<file path="src/rtl/led_scanner.sv">
// Knight Rider LED scanner: a single lit head sweeps across N_LEDS outputs with an optional fading trail.
// A synchronised run/stop button toggles the scan; the step rate comes from a run-time programmable prescaler.
module led_scanner #(
    parameter int N_LEDS = 10,
    parameter int DIV_W  = 24,
    parameter int TAIL   = 3,
    parameter int PW     = $clog2(N_LEDS)
) (
    input  logic              CLK,
    input  logic              clr,
    input  logic              run_n,
    input  logic [1:0]        mode,
    input  logic [DIV_W-1:0]  period,
    input  logic              tail_en,
    output logic [N_LEDS-1:0] led,
    output logic [PW-1:0]     pos,
    output logic              running,
    output logic              tick
);

    // state   | meaning
    // ST_STOP | scanner halted, prescaler cleared, LEDs dark, head and trail retained
    // ST_RUN  | prescaler counting, head steps on every tick

    typedef enum logic {
        ST_STOP = 1'b0,
        ST_RUN  = 1'b1
    } run_e;

    typedef enum logic [1:0] {
        M_BOUNCE  = 2'b00,
        M_WRAP_UP = 2'b01,
        M_WRAP_DN = 2'b10,
        M_HOLD    = 2'b11
    } mode_e;

    localparam int              HN       = (TAIL > 1) ? TAIL - 1 : 1;
    localparam logic [PW-1:0]   POS_LAST = PW'(N_LEDS - 1);
    localparam logic [PW-1:0]   POS_PEN  = PW'(N_LEDS - 2);
    localparam logic [PW-1:0]   POS_ONE  = PW'(1);

    logic              sync1_q, sync1_d;
    logic              sync2_q, sync2_d;
    logic              sync3_q, sync3_d;
    run_e              run_q, run_d;
    logic [DIV_W-1:0]  cnt_q, cnt_d;
    logic              tick_q, tick_d;
    logic [PW-1:0]     pos_q, pos_d;
    logic              dir_q, dir_d;
    logic [PW-1:0]     hist_pos_q [HN];
    logic [PW-1:0]     hist_pos_d [HN];
    logic [HN-1:0]     hist_v_q, hist_v_d;
    logic [N_LEDS-1:0] led_q, led_d;

    logic              press;
    logic              counting;
    logic              step;
    logic [N_LEDS-1:0] lit;

    function automatic logic [N_LEDS-1:0] onehot(input logic [PW-1:0] p);
        logic [N_LEDS-1:0] o;
        o = '0;
        for (int i = 0; i < N_LEDS; i++) begin
            o[i] = (p == PW'(i));
        end
        return o;
    endfunction

    always_comb begin
        sync1_d = run_n;
        sync2_d = sync1_q;
        sync3_d = sync2_q;

        // Only the press (1->0) of the synchronised button toggles, so a held button acts once.
        press = sync3_q & ~sync2_q;
        run_d = run_q;
        if (press) begin
            run_d = (run_q == ST_RUN) ? ST_STOP : ST_RUN;
        end

        // A stop landing on a tick edge must suppress that step, hence the run_d term.
        counting = (run_q == ST_RUN) && (run_d == ST_RUN);

        cnt_d  = '0;
        tick_d = 1'b0;
        if (counting) begin
            if (cnt_q >= period) begin
                tick_d = 1'b1;
            end else begin
                cnt_d = cnt_q + DIV_W'(1);
            end
        end

        step       = tick_q & counting;
        pos_d      = pos_q;
        dir_d      = dir_q;
        hist_pos_d = hist_pos_q;
        hist_v_d   = hist_v_q;

        if (step) begin
            case (mode_e'(mode))
                M_BOUNCE: begin
                    if (!dir_q) begin
                        if (pos_q == POS_LAST) begin
                            dir_d = 1'b1;
                            pos_d = POS_PEN;
                        end else begin
                            pos_d = pos_q + POS_ONE;
                        end
                    end else begin
                        if (pos_q == '0) begin
                            dir_d = 1'b0;
                            pos_d = POS_ONE;
                        end else begin
                            pos_d = pos_q - POS_ONE;
                        end
                    end
                end
                M_WRAP_UP: begin
                    dir_d = 1'b0;
                    pos_d = (pos_q == POS_LAST) ? '0 : pos_q + POS_ONE;
                end
                M_WRAP_DN: begin
                    dir_d = 1'b1;
                    pos_d = (pos_q == '0) ? POS_LAST : pos_q - POS_ONE;
                end
                default: begin
                end
            endcase

            if ((mode_e'(mode) != M_HOLD) && (TAIL > 1)) begin
                for (int i = HN - 1; i > 0; i--) begin
                    hist_pos_d[i] = hist_pos_q[i-1];
                    hist_v_d[i]   = hist_v_q[i-1];
                end
                hist_pos_d[0] = pos_q;
                hist_v_d[0]   = 1'b1;
            end
        end

        lit = onehot(pos_d);
        if (tail_en) begin
            for (int i = 0; i < HN; i++) begin
                if (hist_v_d[i]) begin
                    lit = lit | onehot(hist_pos_d[i]);
                end
            end
        end

        // Gating on the current run state delays the LED response one edge behind the toggle.
        led_d = (run_q == ST_RUN) ? lit : '0;
    end

    always_ff @(posedge CLK or negedge clr) begin
        if (!clr) begin
            sync1_q  <= 1'b1;
            sync2_q  <= 1'b1;
            sync3_q  <= 1'b1;
            run_q    <= ST_STOP;
            cnt_q    <= '0;
            tick_q   <= 1'b0;
            pos_q    <= '0;
            dir_q    <= 1'b0;
            for (int i = 0; i < HN; i++) begin
                hist_pos_q[i] <= '0;
            end
            hist_v_q <= '0;
            led_q    <= '0;
        end else begin
            sync1_q    <= sync1_d;
            sync2_q    <= sync2_d;
            sync3_q    <= sync3_d;
            run_q      <= run_d;
            cnt_q      <= cnt_d;
            tick_q     <= tick_d;
            pos_q      <= pos_d;
            dir_q      <= dir_d;
            hist_pos_q <= hist_pos_d;
            hist_v_q   <= hist_v_d;
            led_q      <= led_d;
        end
    end

    assign led     = led_q;
    assign pos     = pos_q;
    assign running = (run_q == ST_RUN);
    assign tick    = tick_q;

endmodule

</file>
<file path="config.mk">
export PLATFORM = sky130hd
export DESIGN_NAME = led_scanner
export DESIGN_NICKNAME = d
export VERILOG_FILES = /design/src/rtl/led_scanner.sv
export SDC_FILE = /design/constraint.sdc
export NUM_CORES = 1
export LEC_CHECK = 0
export ABC_AREA = 1
export CELL_PAD_IN_SITES_DETAIL_PLACEMENT = 1
export CELL_PAD_IN_SITES_GLOBAL_PLACEMENT = 1
export CORE_MARGIN = 4
export CORE_UTILIZATION = 44
export CTS_CLUSTER_SIZE = 10
export DETAILED_ROUTE_END_ITERATION = 6
export PLACE_DENSITY_LB_ADDON = 0.1
export SETUP_SLACK_MARGIN = 0.05
export SLEW_MARGIN = 0
export SYNTH_ARGS = -nofsm -noshare
export SYNTH_HDL_FRONTEND = slang
export SYNTH_SLANG_ARGS = --single-unit
export TNS_END_PERCENT = 20
</file>
<file path="constraint.sdc">
create_clock -name CLK -period 3.3 [get_ports CLK]
set_input_delay 0.495 -clock CLK [delete_from_list [all_inputs] [get_ports CLK]]
set_output_delay 0.495 -clock CLK [all_outputs]
set_load 0.05 [all_outputs]
</file>
=== After elaboration in Yosys (flattened, before gate mapping) ===
Index checks and enable logic that the tools add are counted.

* Memories: 0
* Logic and storage cells: 86
* ROM bits: 0
* RAM bits: 0
* Bits in latches: 0
* Input bits: 30
* Register bits: 54

* Mux-type cells: 26
* Multipliers: 0
* $add $sub $neg: 3
* $lt $le $gt $ge: 1
* Reduce and logical (&&, ||, !) cells: 8
* Bitwise logic cells: 5
* Equality and inequality tests: 31
* Shift operators: 0
* Divide/modulo/power cells: 0

{| class="wikitable"
|+ Operators with widths
! operator !! count
|-
| 10-bit two-way mux || 5
|-
| 4-bit by 3-bit equality test with 1-bit output (second input constant) || 12
|-
| 24-bit two-way mux || 2
|-
| 4-bit equality test (second input constant) || 7
|-
| 24-bit by 1-bit adder with 24-bit output (second input constant) || 1
|-
| 4-bit by 2-bit equality test with 1-bit output (second input constant) || 6
|-
| 24-bit >= comparator || 1
|-
| 4-bit two-way mux || 6
|-
| 10-bit bitwise OR || 2
|-
| 4-bit logical NOT || 4
|-
| 8-bit two-way mux || 2
|-
| 4-bit by 1-bit equality test with 1-bit output (second input constant) || 3
|-
| 4-bit one-hot mux with 3 select lines || 1
|-
| 1-bit two-way mux || 7
|-
| 4-bit by 1-bit adder with 4-bit output (second input constant) || 1
|-
| 2-bit two-way mux || 2
|-
| 4-bit by 1-bit subtractor with 4-bit output (second input constant) || 1
|-
| 1-bit one-hot mux with 3 select lines || 1
|-
| 3-bit nonzero test || 1
|-
| 1-bit AND || 2
|-
| 2-bit by 1-bit equality test with 1-bit output (second input constant) || 1
|-
| 2-bit equality test (second input constant) || 1
|-
| 2-bit logical NOT || 1
|-
| 2-bit != test (second input constant) || 1
|-
| 3 further kinds || 3
|}

=== Logic depth before layout (Yosys ltp) ===
* Depth in word-level cells: 14
* Gate-level depth with buffers: 15

=== Worst setup path before layout ===
OpenSTA, ideal clock, no wires.

* Path type: register to register
* Start: register pos_q[0] (netlist: pos[0])
* End: register led_q[4] (netlist: led[4])
* Stages on the path, launching flop included: 10
* Clock period less this slack: 2.153 ns
* Arrival time: 2.027 ns
* Setup time: 0.126 ns
* Setup slack: 1.147 ns
* Path through: dfrtp_1 -> inv_1 -> ha_1 -> or2_2 -> nand3_1 -> nand3_1 -> o21ai_1 -> inv_1 -> nand3_1 -> a21oi_1

* Cells in the longest elaborated chain, start to end: 13

{| class="wikitable"
|+ RTL lines
! what !! RTL line !! source
|-
| start: declaration || 48 || <nowiki>logic [PW-1:0] pos_q, pos_d;</nowiki>
|-
| start signal: assignment || 176 || <nowiki>pos_q <= pos_d;</nowiki>
|-
| 4-bit by 1-bit adder with 4-bit output (tied with other cells) || 108, 121 ||
|-
| 4-bit two-way mux (on tied branches) || 104, 111 ||
|-
| 4-bit two-way mux || 103 || <nowiki>if (!dir_q) begin</nowiki>
|-
| 4-bit one-hot mux with 3 select lines (*) || 101 || <nowiki>case (mode_e'(mode))</nowiki>
|-
| 4-bit two-way mux (*) || 100 || <nowiki>if (step) begin</nowiki>
|-
| net pos_d[2] || 48 ||
|-
| 4-bit by 3-bit equality test with 1-bit output (*) || 64 || <nowiki>o[i] = (p == PW'(i));</nowiki>
|-
| 10-bit bitwise OR || 145 || <nowiki>lit = lit | onehot(hist_pos_d[i]);</nowiki>
|-
| 10-bit two-way mux || 144 || <nowiki>if (hist_v_d[i]) begin</nowiki>
|-
| 10-bit two-way mux || 142 || <nowiki>if (tail_en) begin</nowiki>
|-
| 10-bit bitwise OR || 145 ||
|-
| 10-bit two-way mux || 144 ||
|-
| 10-bit two-way mux (*) || 142 ||
|-
| 10-bit two-way mux (*) || 151 || <nowiki>led_d = (run_q == ST_RUN) ? lit : '0;</nowiki>
|-
| net led_d[4] || 53 || <nowiki>logic [N_LEDS-1:0] led_q, led_d;</nowiki>
|-
| end signal: assignment || 180 || <nowiki>led_q <= led_d;</nowiki>
|-
| end: declaration || 53 ||
|}

Mark *: on every way through the listed nets, which the timed path passes. The rest lies on a longest branch. The select of a mux whose other input is x is not followed.
A chain may end at the register's enable or synchronous reset.

=== Final worst setup path ===
* Start: input period[15]
* End: register cnt_q[11]

* Cells in the longest elaborated chain, start to end: 3

{| class="wikitable"
|+ RTL lines
! what !! RTL line !! source
|-
| start: declaration || 13 || <nowiki>input logic [DIV_W-1:0] period,</nowiki>
|-
| 24-bit >= comparator || 87 || <nowiki>if (cnt_q >= period) begin</nowiki>
|-
| 24-bit two-way mux || 87 ||
|-
| 24-bit two-way mux || 86 || <nowiki>if (counting) begin</nowiki>
|-
| net cnt_d[11] || 46 || <nowiki>logic [DIV_W-1:0] cnt_q, cnt_d;</nowiki>
|-
| end signal: assignment || 174 || <nowiki>cnt_q <= cnt_d;</nowiki>
|-
| end: declaration || 46 ||
|}

The timed path passes the listed nets, and every way through them passes these cells.

==> reports/metrics.yaml <==
status:
  status: "finished clean"
power_and_ir_drop:
  seqPwrFrac_pct: 48.1
  power.internal_mw: 1.036
  switching_share_pct: 31.35
  power.leakage_nw: 2.171
  p_switching_uw: 472.8
  clkPwrFrac_pct: 30.1
  comb_power_share_pct: 21.8
  total_power_mw: 1.508
  peakVddDrop_mv: 0.1813
  power.density_nw_per_um2: 341.7
clock_tree:
  cts_resized: 0
  htreeDepth: 2
  cts_setup_buffers: 0
  cts_tree: "yes"
  cts_buffers: 5
  cts_sinks: 54
  root_buffer: "clkbuf_8"
  clkTransAtPathRegs_ns: 0.10
  cts_buffer_depth: 2
  hold_buffers: 0
  worstSkewPairLatency_ns: 0.31
route:
  wl_per_cell_um: 15.53
  routed_via_density: 5.281
  drt_wl_total_mm: 10.40
  dr.pass1.iters: 4
  postRouteAntennaNets: 0
  num_vias: 3538
  drt-initial-drc-count: 84
  drc: 0
finish:
  syn_to_final_growth_pct: 17.33
  n_antenna_cell: 0
  drive_gt1_share_pct: 6.903
  nets: 627
  design_area_um2: 4414
die:
  fp-row-count: 33
  core_area_um2: 8258
  dieArea_um2: 10090
  die-width_um: 100.5
  die_h_um: 100.5
  io_pins: 46
  initial_utilization_pct: 45.56
yosys:
  synth_nets: 581
  synthMostInstantiatedCell: "nand2_1"
  synth_edf_count: 0
  synth-seq-cells: 54
  syn_inst: 518
  synth.largest_area_cell: "dfrtp_1"
  ys_async_sr_fraction_pct: 100.0
  synth.avg_cell_area_um2: 7.263
  seq_area_frac_synth_pct: 36.02
  netlist_area_um2: 3762
  ys.flop_type: "dfrtp_1"
  synthTopCellsByCount: "nand2_1 (112), inv_1 (79), nor2_1 (60)"
  yosysTopAreaCellShare_pct: 33.92
  synth_warnings: 0
  synth_cell_types: 35
  ys_top_cells_by_area: "dfrtp_1 (34%), nand2_1 (11%), ha_1 (11%)"
placed_design:
  postPlaceCellArea_um2: 4303
  gp_congestion: 0.8590
  hpwl_mm: 8.252
  io_buffers: 45
timing:
  clock.fmax_ghz: 0.3574
  setup_viol: 0
  fin_worst_skew_ns: 0.007607
  slew_headroom_pct: 38.94
  maxSlewViolCount: 0
  fin_setup_tns_ns: 0
  final_hold_viol_count: 0
  fin_crit_ns: 2.798
  grt_setup_unrepaired: "no"
  max_slew.worst_pin.slew_ns: 0.9159
  finalCritPeriodShare_pct: 84.78
grt:
  antenna_found_initial: 0
  grt_max_degree: 42
  met1_usage_pct: 25.28
  grt_overflow: 0
  use_met3_pct: 3.253
  grt_use_total_pct: 21.83
  busiest_layer: "met2"
  grt_pass1_vias: 3795
  met2_usage_pct: 42.25
  grt_pass1_wl_mm: 17.76
job:
  max-cap-violations: 0
critical_path:
  startpoint_type: "input port"
  crit_arrival_ns: 2.97
  critPathMaxFanout: 25
  r2r_cells: 7
  crit_type: "in2reg"
  r2r_setup_slack_ns: 0.71
  required_ns: 3.47
  worst_r2r_endpoint: "cnt_q[11]"
  rr_startpoint: "cnt_q[15]"
  end_kind: "flop"
worst_hold_path:
  hp-class: "in2async"
logic make-up (layout without fill, tap and decap cells):
family	after synthesis	count (layout)	share of synthesized area (%)
xor+xnor	2	2	0.4657
fa+ha+maj	33	33	10.97
buf+inv	92	139	9.843
compound gates	69	69	10.38
flops	54	54	36.02
simple gates	268	268	32.32
per-layer routing:
layer / up-vias / routed length (µm)
met2: 44 / 5657
met4: 0 / 107
li1: 1775 / -
met1: 1708 / 4417
met5: - / 0
met3: 11 / 221
cell type report:
| cell class | instances | area, µm² |
|---|---|---|
| multi-input combinational | 372 | 2037 |
| tap | 105 | 131.4 |
| sequential | 54 | 1355 |
| timing repair buffer | 48 | 467.9 |
| fill | 1092 | 3844 |
| clock buffer | 6 | 72.57 |
| clock inverter | 2 | 38.79 |
| inverter | 83 | 311.5 |
power by group through the flow:
stage	logic, mW	clock network (mW)	registers, mW
2_1_floorplan	0.175	0	0.767
3_3_place_gp	0.316	0	0.738
3_5_place_dp	0.332	0	0.739
4_1_cts	0.333	0.472	0.726
5_1_grt	0.369	0.503	0.732
6_report	0.328	0.454	0.726
sequential cells by signal, indices dropped and copies added (netlist names):
name / count
hist_v_q: 2
tick: 1
dir_q: 1
pos: 4
cnt_q: 24
hist_pos_q: 8
sync2_q: 1
sync3_q: 1
sync1_q: 1
running: 1
led: 10
how the worst max path moves through the flow:
stage / startpoint / to / slack [ns] / cells past startpoint
global route: period[15] / tick / 0.37 / 10
CTS: period[15] / cnt_q[14] / 0.46 / 9
finish: period[15] / cnt_q[11] / 0.50 / 9
floorplan: pos[0] / led[4] / 1.15 / 9
detailed placement: period[15] / cnt_q[14] / 0.13 / 9
global placement: period[15] / cnt_q[14] / 0.20 / 9
stage by stage:
stage | setup WS, ns | hold slack [ns] | std cells | util, %
global route | 0.3702 | 0.3716 | 670 | 53.45
floorplan | 1.147 | 0.1994 | 518 | -
CTS | 0.4607 | 0.3321 | 670 | 53.45
detailed placement | 0.1279 | 0.3475 | 662 | 52.11
global placement | 0.1973 | 0.3480 | 662 | 52.11
finish | 0.5021 | 0.3051 | 670 | 53.45
cell usage in the layout (no fill, tap or decap), types with 7 or more instances in the layout:
cell / count
a21oi_1: 31
ha_1: 33
nand4_1: 16
nand2_1: 112
o21ai_0: 14
dfrtp_1: 51
o21ai_1: 9
or2_2: 7
nand3_1: 49
inv_1: 79
nor2_1: 60
clkdlybuf4s50_1: 44
worst max-delay path: stages:
cell,delay (ns)
clkdlybuf4s50_1,0.45
inv_1,0.04
ha_1,0.28
nand2_1,0.10
nor4_1,0.64
nand2_1,0.09
or2_2,0.33
nand4_2,0.42
nor2_1,0.10
(Power assumes the default switching activity.)
